<file path="src/rtl/tx_report_arbiter.sv">
// Shares one TX FIFO write port between RX echo bytes and decimal counter reports ("dddd\r\n").
// Define RPT_ZERO_BLANK_EN to print leading zero digits as spaces; the units digit is always printed.
module tx_report_arbiter #(
  parameter int unsigned W_CNT   = 14,
  parameter int unsigned MAX_VAL = 9999
) (
  input  logic             clk,
  input  logic             rst,
  input  logic             echo_valid,
  input  logic [7:0]       echo_data,
  output logic             echo_ready,
  input  logic             rpt_req,
  input  logic [W_CNT-1:0] counter,
  input  logic             tx_full,
  output logic             tx_push,
  output logic [7:0]       tx_wdata,
  output logic             busy
);

  localparam int unsigned SW = $clog2(W_CNT + 1);
  localparam logic [SW-1:0] LAST_STEP = SW'(W_CNT - 1);
  localparam logic [W_CNT-1:0] MAX_CNT = W_CNT'(MAX_VAL);

  typedef enum logic [1:0] {IDLE, CONV, SEND} state_t;

  state_t           state, state_nxt;
  logic             pending;
  logic [W_CNT-1:0] bin;
  logic [15:0]      bcd, bcd_nxt;
  logic [SW-1:0]    step;
  logic [2:0]       idx;
  logic [W_CNT-1:0] clamped;
  logic [3:0]       digit;
  logic             blank;
  logic [7:0]       rpt_byte;
  logic             rpt_push, echo_push;

  assign clamped = (counter > MAX_CNT) ? MAX_CNT : counter;

  always_ff @(posedge clk or negedge rst) begin
    if (!rst) state <= IDLE;
    else      state <= state_nxt;
  end

  always_comb begin
    state_nxt = state;
    unique case (state)
      IDLE:    if (pending) state_nxt = CONV;
      CONV:    if (step == LAST_STEP) state_nxt = SEND;
      SEND:    if (!tx_full && idx == 3'd5) state_nxt = IDLE;
      default: state_nxt = IDLE;
    endcase
  end

  // One double-dabble step: add 3 to every digit >= 5, then shift in the next binary MSB.
  always_comb begin
    bcd_nxt = bcd;
    for (int unsigned d = 0; d < 4; d++) begin
      if (bcd[4*d +: 4] >= 4'd5) bcd_nxt[4*d +: 4] = bcd[4*d +: 4] + 4'd3;
    end
    bcd_nxt = {bcd_nxt[14:0], bin[W_CNT-1]};
  end

  always_ff @(posedge clk or negedge rst) begin
    if (!rst) begin
      pending <= 1'b0;
      bin     <= '0;
      bcd     <= '0;
      step    <= '0;
      idx     <= '0;
    end else begin
      // A request landing on the capture edge wins, so it produces a fresh report.
      if (rpt_req)                     pending <= 1'b1;
      else if (state == IDLE && pending) pending <= 1'b0;
      unique case (state)
        IDLE: if (pending) begin
          bin  <= clamped;
          bcd  <= '0;
          step <= '0;
        end
        CONV: begin
          bcd  <= bcd_nxt;
          bin  <= {bin[W_CNT-2:0], 1'b0};
          step <= step + 1'b1;
        end
        SEND: if (!tx_full) idx <= (idx == 3'd5) ? 3'd0 : idx + 3'd1;
        default: ;
      endcase
    end
  end

  always_comb begin
    unique case (idx)
      3'd0:    digit = bcd[15:12];
      3'd1:    digit = bcd[11:8];
      3'd2:    digit = bcd[7:4];
      default: digit = bcd[3:0];
    endcase
`ifdef RPT_ZERO_BLANK_EN
    unique case (idx)
      3'd0:    blank = (bcd[15:12] == 4'd0);
      3'd1:    blank = (bcd[15:8] == 8'd0);
      3'd2:    blank = (bcd[15:4] == 12'd0);
      default: blank = 1'b0;
    endcase
`else
    blank = 1'b0;
`endif
    if (idx < 3'd4)       rpt_byte = blank ? 8'h20 : {4'h3, digit};
    else if (idx == 3'd4) rpt_byte = 8'h0D;
    else                  rpt_byte = 8'h0A;
  end

  always_comb begin
    echo_ready = (state != SEND) && !tx_full;
    rpt_push   = (state == SEND) && !tx_full;
    echo_push  = echo_valid && echo_ready;
    tx_push    = rpt_push || echo_push;
    if (rpt_push)       tx_wdata = rpt_byte;
    else if (echo_push) tx_wdata = echo_data;
    else                tx_wdata = '0;
    busy = (state != IDLE) || pending;
  end

endmodule

</file>
<file path="config.mk">
export PLATFORM = sky130hd
export DESIGN_NAME = tx_report_arbiter
export DESIGN_NICKNAME = d
export VERILOG_FILES = /design/src/rtl/tx_report_arbiter.sv
export SDC_FILE = /design/constraint.sdc
export NUM_CORES = 1
export LEC_CHECK = 0
export CAP_MARGIN = 10
export CORE_MARGIN = 8
export CORE_UTILIZATION = 57
export CTS_CLUSTER_SIZE = 25
export DETAILED_ROUTE_END_ITERATION = 8
export DONT_BUFFER_PORTS = 1
export MAX_ROUTING_LAYER = met4
export PLACE_DENSITY = 0.82
export SLEW_MARGIN = 20
export SYNTH_ARGS = -nofsm -noshare
export SYNTH_HDL_FRONTEND = slang
export SYNTH_SLANG_ARGS = --single-unit
</file>
<file path="constraint.sdc">
create_clock -name clk -period 1.8 [get_ports clk]
set_clock_uncertainty 0.05 [all_clocks]
set_input_delay 0.54 -clock clk [delete_from_list [all_inputs] [get_ports clk]]
set_output_delay 0.54 -clock clk [all_outputs]
set_load 0.01 [all_outputs]
</file>
==> key figures <==
CTS
  • CTS H-tree depth: 2
  • CTS Buf Count: 5
  • Root buf cell: clkbuf_8
  • CTS clock-pin slew for the worst setup and hold paths: 80 ps
  • Worst-skew pair later-pin latency: 290 ps
  • CTS tree: built
  • Clock buffer depth: 2
  • CTS sink cnt: 40

Logic synthesis
  • Post-synth EDFFs: 0
  • Seq/Total Area, Yosys: 0.440
  • Ys flop type: dfrtp_1
  • Ys Warns: 0
  • Seq cells post-synth: 40
  • Synth Area per Inst: 9.47 um^2
  • Yosys top cell area share: 0.440
  • Syn_nets: 277
  • Main area contributors after synthesis: dfrtp_1, ha_1, o21ai_0
  • Post-synth top area cell: dfrtp_1
  • Cell Area, Synth: 2270 um^2
  • Syn Inst Count: 240
  • Asr flop ratio synth: 1.00
  • Netlist cell types: 44

STA
  • Worst rel slew slack: 0.703
  • PnR worst setup slack: -238 ps
  • Fin. Hold Viols: 0
  • Final Critical Period: 2040 ps
  • F_max: 0.491 GHz
  • Period utilisation layout: 1.13
  • Unrepaired setup endpoints after global routing: yes
  • # setup viols final: 35
  • Slew Viols, Final: 0
  • Worst Max-Slew Pin Slew: 442 ps

Floorplanning
  • Initial core utilization: 0.581
  • Die Area: 6270 um^2
  • Die Ht: 79.2 um
  • Core Footprint: 3910 um^2
  • Core Rows: 23
  • Top Ports: 38
  • Die Wd: 79.2 um

Setup path
  • FF-to-FF path depth: 7
  • Reg2reg setup slack: -230 ps
  • CP Data Required Time: 1210 ps
  • Setup crit end: tx_wdata[0]
  • Worst Path Arrival: 1450 ps
  • Startpoint types: flop
  • Worst-path fanout max: 7
  • Start-to-end type of the worst setup path: flop to primary output
  • R2r endpoint: bin[0]
  • Crit path from: state[0]
  • Worst r2r src: state[0]
  • Critical Path Sink Type: primary output

Route
  • Drt drc: 0
  • Routed Antenna Nets: 0
  • Wire per inst: 17.2 um
  • Met3 WL: 404 um
  • TritonRoute pass-1 iters: 4
  • WL met2: 2480 um
  • DR vias/cell: 6.19
  • Routed WL: 5250 um
  • Initial drt markers: 177
  • DR vias: 1,887
  • Top sig layer: met4
  • M1 WL: 2280 um

Cells and area
  • Filler cells: 321
  • Final net count: 291
  • Commonest cells after routing, fill and taps aside: dfrtp_1, nand2_1, o21ai_0
  • Post-layout util: 0.674
  • Final Non-Filler Cells: 305
  • P&R area growth vs syn: 16.1%
  • N_diodes: 0
  • Commonest non-fill, non-tap cell in the layout: dfrtp_1
  • Layout cells sized above 1: 0.212

Place
  • Placed Cells: 285
  • IO buf count: 0
  • Detail Placement HPWL: 3460 um
  • RePlAce Congestion: 0.809

Hold path
  • Worst min path class: primary input to asynchronous set/reset pin

Job
  • Max-cap violations: 0

Power and ir drop
  • Power, Total: 4.43 mW
  • Maximum vdd drop: 0.000714 V
  • Power Dens Cells: 1680 nW/um^2
  • Leakage: 1.18 nW

GRT
  • GR Util All Layers: 0.166
  • First-pass GRT wire length: 8120 um
  • Vias in the first global route: 1,705
  • Pin count of the biggest net entering global routing: 41
  • GRT overflow: 0
  • Number of antenna violations at the first check in global routing: 0

Run status
  • Status: complete, but fails checks
  • Failing checks: setup timing
## critical path, cell delays in order, from the launching register on
cell and delay (ps):
dfrtp_2 450, nor2b_4 180, nor2_4 60, and2_4 160
a211o_1 310
## cells by family (layout without fill, tap and decap cells)
logic type	count (synthesis)	in the layout	share of synthesized area
xor gates and xnor gates	8	8	0.0308
muxes	6	6	0.0275
AOI/OAI and AO/OA	65	65	0.199
buffers and inverters	24	37	0.0495
DFF	40	40	0.440
adders and majority gates	10	10	0.0550
and+or+nand+nor	87	89	0.198
## worst min path at each step
stage                     startpoint  endpoint  depth (start not counted)  slack (ps)
after floorplan                  rst    bcd[0]                          0         190
after global placement           rst    bin[6]                          0         200
after detailed placement         rst    bin[7]                          0         200
after CTS                        rst    bin[7]                          1          30
after global routing             rst    bin[8]                          1          40
final                            rst    bin[8]                          1          30
## cell usage after synthesis, drive strengths merged (5+ instances only)
cell,n
a21oi,6
nand3,13
nor2b,6
a22o,8
nand2b,6
o221a,5
o22ai,5
o21ai,21
a21o,5
buf,11
inv,11
ha,10
nor2,10
or3,5
dfrtp,40
nand2,27
nor3,9
## where the power goes
group	leakage, nW	internal [mW]	switching [mW]
clock network	0.0445	0.312	0.323
registers	0.491	1.32	0.452
logic	0.645	0.970	1.05
total	1.18	2.60	1.83
## registers in the layout, indices dropped and copies added, names as in the netlist
| name | cells |
|---|---|
| state | 2 |
| bcd | 16 |
| idx | 3 |
| bin | 14 |
| step | 4 |
| pending | 1 |
## what timing repair did
action	in CTS	in global routing
buffers inserted	3	6
cloned	0	2
gates resized for setup	10	25
pin swaps	8	22
endpoints found under the hold margin	40	0
hold buffers	1	0
endpoints found under the setup margin	18	21
## cell type report
type | count | area (um^2) | share of cell area
Clock buffer | 7 | 86.3 | 0.0327
Clock inverter | 1 | 7.51 | 0.00284
Inverter | 11 | 43.8 | 0.0166
Multi-Input combinational cell | 178 | 1270 | 0.483
Sequential cell | 40 | 1000 | 0.381
Tap cell | 50 | 62.6 | 0.0237
Timing Repair Buffer | 18 | 159 | 0.0602
## metrics by stage
stage / setup slack, ps / setup TNS [ps] / hold slack (ps) / cell area, um^2
after floorplan: -11.0 / -22.0 / 194 / 2310
final: -238 / -3490 / 27.5 / 2640
after global routing: -310 / -6000 / 36.1 / 2640
after global placement: 7.06 / 0 / 196 / 2350
after CTS: -258 / -2150 / 32.3 / 2510
after detailed placement: -34.1 / -87.4 / 196 / 2350
## routing by layer
| metal | global-route usage | vias up |
|---|---|---|
| met5 | - | - |
| met4 | 0.0648 | 0 |
| met3 | 0.0463 | 8 |
| met2 | 0.249 | 63 |
| met1 | 0.206 | 921 |
| li1 | - | 895 |
No activity file was read; power rests on OpenSTA's default activity.
